`src/rtl/sum_accumulator.sv`:
```
// Purpose: accumulates COUNT unsigned adder sums into an ACC_WIDTH total with a sticky carry flag.
// Latency: out_valid rises the cycle after the closing accept or flush; all outputs are registered.
// Backpressure: in_ready drops while a result is held; input resumes the cycle after the output handshake.
//
// Ports:
//   clk, rst                  single rising-edge clock, synchronous active-high reset
//   in_valid/in_ready/in_data input sample stream (unsigned sum Y from the adder)
//   flush                     1-cycle pulse that closes a partially filled block
//   out_valid/out_ready       result handshake
//   out_data/out_count/out_ovf block total (wrapping), samples in block, carry-out seen in block

module sum_accumulator #(
    parameter int WIDTH     = 32,   // incoming sum width
    parameter int ACC_WIDTH = 40,   // accumulator width, must be >= WIDTH
    parameter int COUNT     = 4     // samples per block, must be >= 1
) (
    input  logic                         clk,
    input  logic                         rst,
    input  logic                         in_valid,
    output logic                         in_ready,
    input  logic [WIDTH-1:0]             in_data,
    input  logic                         flush,
    output logic                         out_valid,
    input  logic                         out_ready,
    output logic [ACC_WIDTH-1:0]         out_data,
    output logic [$clog2(COUNT+1)-1:0]   out_count,
    output logic                         out_ovf
);

    localparam int              CW      = $clog2(COUNT + 1);
    localparam logic [CW-1:0]   COUNT_C = CW'(COUNT);
    localparam logic [CW-1:0]   ONE_C   = CW'(1);

    typedef enum logic [1:0] {
        IDLE  = 2'd0,
        ACCUM = 2'd1,
        HOLD  = 2'd2
    } state_t;

    // ------------------------------------------------------------------
    // State and registered outputs
    // ------------------------------------------------------------------
    state_t                 state_q,     state_d;
    logic [ACC_WIDTH-1:0]   acc_q,       acc_d;
    logic [CW-1:0]          cnt_q,       cnt_d;
    logic                   ovf_q,       ovf_d;

    logic                   in_ready_q,  in_ready_d;
    logic                   out_valid_q, out_valid_d;
    logic [ACC_WIDTH-1:0]   out_data_q,  out_data_d;
    logic [CW-1:0]          out_count_q, out_count_d;
    logic                   out_ovf_q,   out_ovf_d;

    // ------------------------------------------------------------------
    // Datapath helpers
    // ------------------------------------------------------------------
    logic                   accept;
    logic [ACC_WIDTH-1:0]   in_ext;
    logic [ACC_WIDTH:0]     sum_full;   // one extra bit to catch the carry out
    logic [CW-1:0]          cnt_inc;

    assign accept   = in_valid & in_ready_q;
    assign in_ext   = ACC_WIDTH'(in_data);
    assign sum_full = {1'b0, acc_q} + {1'b0, in_ext};
    assign cnt_inc  = cnt_q + ONE_C;

    // ------------------------------------------------------------------
    // Next-state logic
    // ------------------------------------------------------------------
    always_comb begin
        logic close_blk;

        close_blk   = 1'b0;
        state_d     = state_q;
        acc_d       = acc_q;
        cnt_d       = cnt_q;
        ovf_d       = ovf_q;
        in_ready_d  = in_ready_q;
        out_valid_d = out_valid_q;
        out_data_d  = out_data_q;
        out_count_d = out_count_q;
        out_ovf_d   = out_ovf_q;

        case (state_q)
            IDLE: begin
                // First sample of a block loads rather than adds, so no residue
                // from a previous block can leak in. A flush here has nothing
                // to close and is dropped.
                if (accept) begin
                    acc_d     = in_ext;
                    cnt_d     = ONE_C;
                    ovf_d     = 1'b0;
                    state_d   = ACCUM;
                    close_blk = (COUNT == 1);
                end
            end

            ACCUM: begin
                if (accept) begin
                    acc_d     = sum_full[ACC_WIDTH-1:0];
                    cnt_d     = cnt_inc;
                    ovf_d     = ovf_q | sum_full[ACC_WIDTH];
                    // A flush coinciding with an accept closes the block
                    // with that sample included.
                    close_blk = (cnt_inc == COUNT_C) || flush;
                end else if (flush) begin
                    close_blk = 1'b1;
                end
            end

            HOLD: begin
                // Result stays frozen until taken; flush has no effect here.
                if (out_ready) begin
                    state_d     = IDLE;
                    acc_d       = '0;
                    cnt_d       = '0;
                    ovf_d       = 1'b0;
                    out_valid_d = 1'b0;
                    in_ready_d  = 1'b1;
                end
            end

            default: begin
                state_d     = IDLE;
                acc_d       = '0;
                cnt_d       = '0;
                ovf_d       = 1'b0;
                out_valid_d = 1'b0;
                in_ready_d  = 1'b1;
            end
        endcase

        // Closing a block snapshots the updated totals into the output
        // registers, so the result appears one cycle after the closing event.
        if (close_blk) begin
            state_d     = HOLD;
            out_data_d  = acc_d;
            out_count_d = cnt_d;
            out_ovf_d   = ovf_d;
            out_valid_d = 1'b1;
            in_ready_d  = 1'b0;
        end
    end

    // ------------------------------------------------------------------
    // Registers
    // ------------------------------------------------------------------
    always_ff @(posedge clk) begin
        if (rst) begin
            state_q     <= IDLE;
            acc_q       <= '0;
            cnt_q       <= '0;
            ovf_q       <= 1'b0;
            in_ready_q  <= 1'b1;
            out_valid_q <= 1'b0;
            out_data_q  <= '0;
            out_count_q <= '0;
            out_ovf_q   <= 1'b0;
        end else begin
            state_q     <= state_d;
            acc_q       <= acc_d;
            cnt_q       <= cnt_d;
            ovf_q       <= ovf_d;
            in_ready_q  <= in_ready_d;
            out_valid_q <= out_valid_d;
            out_data_q  <= out_data_d;
            out_count_q <= out_count_d;
            out_ovf_q   <= out_ovf_d;
        end
    end

    assign in_ready  = in_ready_q;
    assign out_valid = out_valid_q;
    assign out_data  = out_data_q;
    assign out_count = out_count_q;
    assign out_ovf   = out_ovf_q;

endmodule
```
`config.mk`:
```
export PLATFORM = sky130hd
export DESIGN_NAME = sum_accumulator
export DESIGN_NICKNAME = d
export VERILOG_FILES = /design/src/rtl/sum_accumulator.sv
export SDC_FILE = /design/constraint.sdc
export NUM_CORES = 1
export LEC_CHECK = 0
export CORE_ASPECT_RATIO = 0.7
export CORE_MARGIN = 4
export CORE_UTILIZATION = 35
export DETAILED_ROUTE_END_ITERATION = 8
export GPL_TIMING_DRIVEN = 0
export PLACE_DENSITY = 0.6
export SYNTH_ARGS = -nofsm -noshare
export SYNTH_HDL_FRONTEND = slang
export SYNTH_SLANG_ARGS = --single-unit
```
`constraint.sdc`:
```
create_clock -name clk -period 3 [get_ports clk]
set_input_delay 0.3 -clock clk [delete_from_list [all_inputs] [get_ports clk]]
set_output_delay 0.3 -clock clk [all_outputs]
set_load 0.02 [all_outputs]
```
==> results.sh, run 1 <==
export IMPL_synth_enable_flop_cells=0
export IMPL_holdWs_ns=0.4592
export IMPL_worst_path_stages=12
export IMPL_synth_sequential_area_ratio_pct=32.57
export IMPL_hold_path_class="reg2reg"
export IMPL_final_cell_area_sq_um=7109
export IMPL_grt_setup_unrepaired="false"
export IMPL_layout_nets=865
export IMPL_cts_htree_levels=3
export IMPL_clock_fmax_mhz=346.7
export IMPL_syn_area_sq_um=5655
export IMPL_worstPathArrival_ns=3.10
export IMPL_drv_slew=0
export IMPL_initial_utilization_pct=36.15
export IMPL_placed_area_sq_um=6726
export IMPL_fin_cells=996
export IMPL_ys_types=60
export IMPL_synth_nets=770
export IMPL_netSwitchingFraction_pct=35.00
export IMPL_via_per_inst=5.805
export IMPL_hold_viol=0
export IMPL_p_leak_nw=2.556
export IMPL_ctsHoldBuffers=0
export IMPL_worstPathMaxFanout=7
export IMPL_slew_headroom_pct=41.35
export IMPL_ys_flop_type="dfxtp_1"
export IMPL_cellPowerDensity_nw_per_um2=510.6
export IMPL_required_ns=3.22
export IMPL_insertedDiodeCount=0
export IMPL_io_pins=83
export IMPL_io_buffer_count=82
export IMPL_rr_worst_depth=10
export IMPL_comb_power_share_pct=32.5
export IMPL_fin_crit_sh_pct=96.15
export IMPL_worst_pin_slew_ns=0.8765
export IMPL_areaGrowthSynthToFinish_pct=25.71
export IMPL_cp_top_family="compound AO/OA/AOI/OAI gates"
export IMPL_critical_path_most_common_cell="o21ai_2"
export IMPL_ir_worst_vdd_mv=0.2315
export IMPL_grt_usage_pct=19.80
export IMPL_setup_viol=0
export IMPL_ys_ff_latch=92
export IMPL_die_w_microns=159.9
export IMPL_initialDrtViolationCount=378
export IMPL_antenna_found_initial=0
export IMPL_crit_buf_inv=1
export IMPL_cap_viol_max_count=0
export IMPL_core_area_sq_um=15640
export IMPL_ys_warn_count=0
export IMPL_gp_congestion=0.9273
export IMPL_hpwl_mm=13.62
export IMPL_cts_made_buffers=9
export IMPL_grt_pass1_wl_mm=29.38
export IMPL_crit_chain="clkdlybuf4s50_1 -> ha_2 -> fa_2 -> a21oi_2 -> o21ai_2 -> a31oi_4 -> a2111oi_4 -> o21ai_2 -> a21oi_4 -> and3_1 -> xnor2_1 -> a211oi_2"
export IMPL_placed_cells=979
export IMPL_clockBufferDepth=2
export IMPL_postSynthCellCount=697
export IMPL_status="complete, no violations"
export IMPL_grt_pass1_vias=5565
export IMPL_min_path_cells=2
export IMPL_finalClockSkew_ns=0.01006
export IMPL_ant_nets=0
export IMPL_p_sw_mw=1.271
export IMPL_die_h_microns=114.4
export IMPL_worstSetupPathType="in2reg"
export IMPL_clk_latency_ns=0.35
export IMPL_cts_tree="yes"
export IMPL_p_seq_share_pct=37.9
export IMPL_cts_num_sinks=92
export IMPL_wl_mm=18.12
export IMPL_async_reset_ff_share_pct=0
export IMPL_drc=0
export IMPL_root_buffer="clkbuf_16"
export IMPL_gr_total_overflow=0
export IMPL_cpMaxStageDelayCell="clkdlybuf4s50_1"
export IMPL_grt_max_degree=15
export IMPL_dieArea_sq_um=18290
export IMPL_synth_area_per_cell_sq_um=8.114
export IMPL_vias=5782
export IMPL_drive_gt1_share_pct=7.663
export IMPL_p_int_mw=2.359
export IMPL_timing_final_crit_period_ns=2.884
export IMPL_cts_clk_slew_worst_paths_ns=0.07
export IMPL_slowest_delay_ns=0.49
export IMPL_power_frac_clock_pct=29.6
export IMPL_drtPass1Iterations=5
export IMPL_end_kind="register"
export IMPL_row_count=38
export IMPL_start_kind="input pin"
export IMPL_wl_per_cell_microns=18.19
[registers in the layout, indices dropped and copies added (netlist names)]
register	cells
acc_q	40
cnt_q	3
in_ready	1
out_count	3
out_data	40
out_ovf	1
out_valid	1
ovf_q	1
state_q	2
[cells by family after synthesis]
family / share of synthesized area [%]
AND/OR/NAND/NOR: 18.47
XOR/XNOR: 5.575
flip-flops: 32.57
adder cells (fa/ha/maj): 8.097
buffers and inverters: 3.695
AO/OA/AOI/OAI: 31.59
[final cells by class]
type / instances / area, sq um
well taps: 200 / 250.2
multi-input cells: 550 / 3700
fillers: 1558 / 8533
clock inverters: 4 / 26.28
repair buffers: 85 / 843.3
plain buffers: 45 / 171.4
inverters: 9 / 33.78
clock buffers: 11 / 242.7
flip-flops and latches: 92 / 1842
[metrics by stage]
| step | worst slack (ns) | TNS, ns | total power [mW] | util, % |
|---|---|---|---|---|
| CTS | 0.01465 | 0 | 3.618 | 44.91 |
| global route | 0.005139 | 0 | 3.841 | 45.45 |
| finish | 0.1156 | 0 | 3.630 | 45.45 |
| detailed placement | -0.5276 | -13.79 | 2.527 | 43.00 |
| floorplan | 0.4204 | 0 | 2.164 | - |
| global placement | -0.5295 | -12.82 | 2.509 | 43.00 |
[worst register-to-register path, cell delays in order, from the launching register on]
cell and delay, ns:
dfxtp_1 0.33, ha_1 0.39, nand2_2 0.15, or4_1 0.55, nand4_1 0.11, o21ai_1 0.12
or3_4 0.41, nand3_4 0.14, nand3_2 0.11, xor2_1 0.20, a211oi_2 0.20
[layer usage]
metal / vias to the layer above / global-route usage (%) / wire length (microns) / part of all wire [%]
met5: - / 0 / 0 / 0
met4: 0 / 4.413 / 172 / 0.95
met3: 15 / 4.426 / 1266 / 7.0
met2: 200 / 29.56 / 7704 / 43
met1: 2769 / 29.16 / 8979 / 50
li1: 2798 / - / - / -
[synth_stat cells, drive strengths merged (14+ instances only)]
master,n,area [sq um]
nor3,15,75.07
nand3,18,107.6
ha,35,437.9
xor2,18,157.7
a21o,14,105.1
a221oi,18,163.9
nand2,45,176.4
xnor2,18,157.7
a21oi,57,296.5
o21ai,33,172.7
nor2,120,450.4
dfxtp,92,1842
a211oi,44,370.4
clkbuf,42,157.7
a32oi,24,210.2
[power by group through the flow]
| stage | registers (mW) | clock network [mW] | logic (mW) |
|---|---|---|---|
| final | 1.37 | 1.07 | 1.18 |
| after global placement | 1.40 | 0 | 1.11 |
| after CTS | 1.37 | 1.10 | 1.14 |
| after global routing | 1.39 | 1.16 | 1.30 |
| after detailed placement | 1.40 | 0 | 1.13 |
| after floorplan | 1.44 | 0 | 0.724 |
[layout by cell type, fill, tap and decap left out, types with 3 or more instances in the layout]
master / netlist / routed
a211oi_2: 8 / 9
and3_1: 5 / 5
a221oi_1: 17 / 15
nand4_1: 8 / 8
xnor2_1: 18 / 18
a211oi_1: 36 / 34
clkdlybuf4s50_1: 0 / 82
nor2_1: 120 / 117
inv_1: 7 / 7
clkbuf_16: 0 / 9
buf_4: 0 / 3
ha_1: 35 / 32
o31ai_1: 3 / 3
a32oi_1: 24 / 24
nand2b_1: 3 / 3
a31oi_1: 9 / 8
clkbuf_1: 42 / 42
nand2_2: 3 / 3
a221oi_2: 1 / 3
nor2_2: 0 / 3
o21bai_1: 4 / 4
o21ai_0: 25 / 22
a22oi_1: 5 / 5
ha_2: 0 / 3
nand3_1: 16 / 16
a21o_1: 14 / 14
or3_1: 4 / 4
o21a_1: 6 / 6
o22ai_1: 3 / 3
nor3_1: 15 / 15
o21ai_1: 6 / 9
nand2_1: 42 / 42
a21oi_1: 56 / 54
o211ai_1: 3 / 3
xor2_1: 18 / 18
dfxtp_1: 92 / 92
and2_1: 6 / 6
a222oi_1: 6 / 6
o31a_1: 4 / 4
[worst paths after layout]
path	from	end	slack, ns
max	in_data[0]	out_data[38]	0.12
min	out_count[0]	out_count[0]	0.46
max reg2reg	acc_q[14]	out_data[33]	0.21
min reg2reg	out_count[0]	out_count[0]	0.46
[what timing repair did]
action | in CTS | in global routing
pin swaps | 0 | 9
gates resized for setup | 5 | 17
endpoints found under the setup margin | 10 | 31
buffers inserted | 0 | 3
(Power assumes the default switching activity.)
==> run 2: changes to the inputs <==
--- a/config.mk
+++ b/config.mk
@@ -11,6 +11,7 @@
 export DETAILED_ROUTE_END_ITERATION = 8
 export GPL_TIMING_DRIVEN = 0
 export PLACE_DENSITY = 0.6
+export SETUP_SLACK_MARGIN = 0.2
 export SYNTH_ARGS = -nofsm -noshare
 export SYNTH_HDL_FRONTEND = slang
 export SYNTH_SLANG_ARGS = --single-unit
==> results.sh, run 2 (synthesized netlist as in run 1, its figures left out) <==
export IMPL_status="complete, no violations"
export IMPL_clock_fmax_mhz=361.1
export IMPL_grt_max_degree=15
export IMPL_ctsHoldBuffers=0
export IMPL_worstPathArrival_ns=2.98
export IMPL_slowest_delay_ns=0.48
export IMPL_crit_buf_inv=1
export IMPL_reg2reg_slack_ns=0.25
export IMPL_cap_viol_max_count=0
export IMPL_grt_setup_unrepaired="true"
export IMPL_gr_total_overflow=0
export IMPL_clockBufferDepth=2
export IMPL_wl_per_cell_microns=18.79
export IMPL_required_ns=3.21
export IMPL_critical_path_most_common_cell="and3_1"
export IMPL_setup_viol=0
export IMPL_timing_final_crit_period_ns=2.769
export IMPL_n_fill_cell=1531
export IMPL_drive_gt1_share_pct=12.44
export IMPL_dp_slack_ns=-0.5276
export IMPL_dr_wl_met3_mm=1.270
export IMPL_worst_pin_slew_ns=0.8298
export IMPL_routed_wl_met2_mm=8.211
export IMPL_wl_met1_mm=9.216
export IMPL_root_buffer="clkbuf_16"
export IMPL_worstSetupPathType="in2reg"
export IMPL_final_cell_mix="nor2_1, dfxtp_1, clkdlybuf4s50_1"
export IMPL_initialDrtViolationCount=447
export IMPL_clk_latency_ns=0.35
export IMPL_die_w_microns=159.9
export IMPL_grt_pass1_wl_mm=29.73
export IMPL_grt_usage_pct=20.04
export IMPL_initial_utilization_pct=36.15
export IMPL_antenna_found_initial=0
export IMPL_cts_htree_levels=3
export IMPL_cts_num_sinks=92
export IMPL_areaGrowthSynthToFinish_pct=31.66
export IMPL_row_count=38
export IMPL_crit_chain="clkdlybuf4s50_1 -> ha_1 -> and3_1 -> a31oi_4 -> a2111oi_4 -> o21ai_2 -> a21oi_4 -> and3_1 -> xnor2_1 -> a211oi_2"
export IMPL_end_kind="register"
export IMPL_die_h_microns=114.4
export IMPL_p_leak_nw=2.686
export IMPL_fin_cells=1004
export IMPL_ant_nets=0
export IMPL_drv_slew=0
export IMPL_top_layer="met4"
export IMPL_finalClockSkew_ns=0.009103
export IMPL_wl_mm=18.87
export IMPL_hold_path_class="in2reg"
export IMPL_power_total_mw=3.743
export IMPL_placed_cells=979
export IMPL_cp_top_family="compound AO/OA/AOI/OAI gates"
export IMPL_slew_headroom_pct=44.25
export IMPL_fin_ws_ns=0.2310
export IMPL_cellPowerDensity_nw_per_um2=502.7
export IMPL_gp_congestion=0.9273
export IMPL_vias=5851
export IMPL_hpwl_mm=13.62
export IMPL_cts_clk_slew_worst_paths_ns=0.07
export IMPL_hold_viol=0
export IMPL_fin_crit_sh_pct=92.30
export IMPL_ir_worst_vdd_mv=0.2300
export IMPL_grt_pass1_vias=5610
export IMPL_start_kind="input pin"
export IMPL_cpMaxStageDelayCell="a2111oi_4"
export IMPL_layout_nets=873
export IMPL_dieArea_sq_um=18290
export IMPL_worstPathMaxFanout=6
export IMPL_io_buffer_count=82
export IMPL_insertedDiodeCount=0
export IMPL_core_area_sq_um=15640
export IMPL_drc=0
export IMPL_mostFrequentLayoutCell="nor2_1"
export IMPL_cts_made_buffers=9
export IMPL_drtPass1Iterations=7
export IMPL_io_pins=83
export IMPL_via_per_inst=5.828
export IMPL_cts_tree="yes"
## run 2: layout make-up
cell class	instances	area, sq um	share of cell area [%]
Clock inverter	4	26.28	0.3529
Multi-Input combinational cell	550	3950	53.05
Timing Repair Buffer	92	917.1	12.32
Tap cell	200	250.2	3.361
Buffer	46	182.7	2.453
Sequential cell	92	1843	24.75
Inverter	9	33.78	0.4537
Clock buffer	11	242.7	3.260
## run 2: repair_timing
action,CTS,global route
pin swaps,11,22
endpoints found under the setup margin,42,45
endpoints found under the hold margin,0,0
buffers inserted,4,6
gates resized for setup,18,58
## run 2: where the power goes
part           total (mW)  switching, mW  internal (mW)
registers            1.38         0.0690           1.31
logic                1.28          0.756          0.524
clock network        1.08          0.502          0.579
total                3.74           1.33           2.42
## run 2: stage by stage
| step | hold WS (ns) | utilization, % | instance area, sq um | TNS [ns] |
|---|---|---|---|---|
| after global placement | 0.4491 | 43.00 | 6726 | -12.82 |
| after floorplan | 0.4496 | - | 5655 | 0 |
| final | 0.3807 | 47.60 | 7446 | 0 |
| after detailed placement | 0.4566 | 43.00 | 6726 | -13.79 |
| after global routing | 0.3998 | 47.60 | 7446 | 0 |
| after CTS | 0.4658 | 45.62 | 7136 | 0 |
## run 2: path summary, 6_finish.rpt
path	startpoint	end	cells after the start
max	in_data[8]	out_data[38]	10
min reg2reg	out_count[0]	out_count[0]	2
max reg2reg	acc_q[0]	out_data[38]	11
min	in_data[0]	acc_q[0]	3
## run 2: tightest hold or removal path, cell delays in order
cell and delay (ns):
dlymetal6s2s_1 0.16, a222oi_1 0.13, nor2_1 0.10
## run 2: metal layers
layer	up-vias	GRT usage, %
li1	2808	-
met1	2823	29.36
met2	197	30.30
met3	23	4.354
met4	0	4.298
met5	-	0
==> run 3: changes to the inputs <==
--- a/config.mk
+++ b/config.mk
@@ -12,6 +12,7 @@
 export GPL_TIMING_DRIVEN = 0
 export PLACE_DENSITY = 0.6
 export SETUP_SLACK_MARGIN = 0.2
+export SLEW_MARGIN = 10
 export SYNTH_ARGS = -nofsm -noshare
 export SYNTH_HDL_FRONTEND = slang
 export SYNTH_SLANG_ARGS = --single-unit
==> results of run 3 <==
Same layout as run 2: the final DEF is identical, and so are final timing and power.
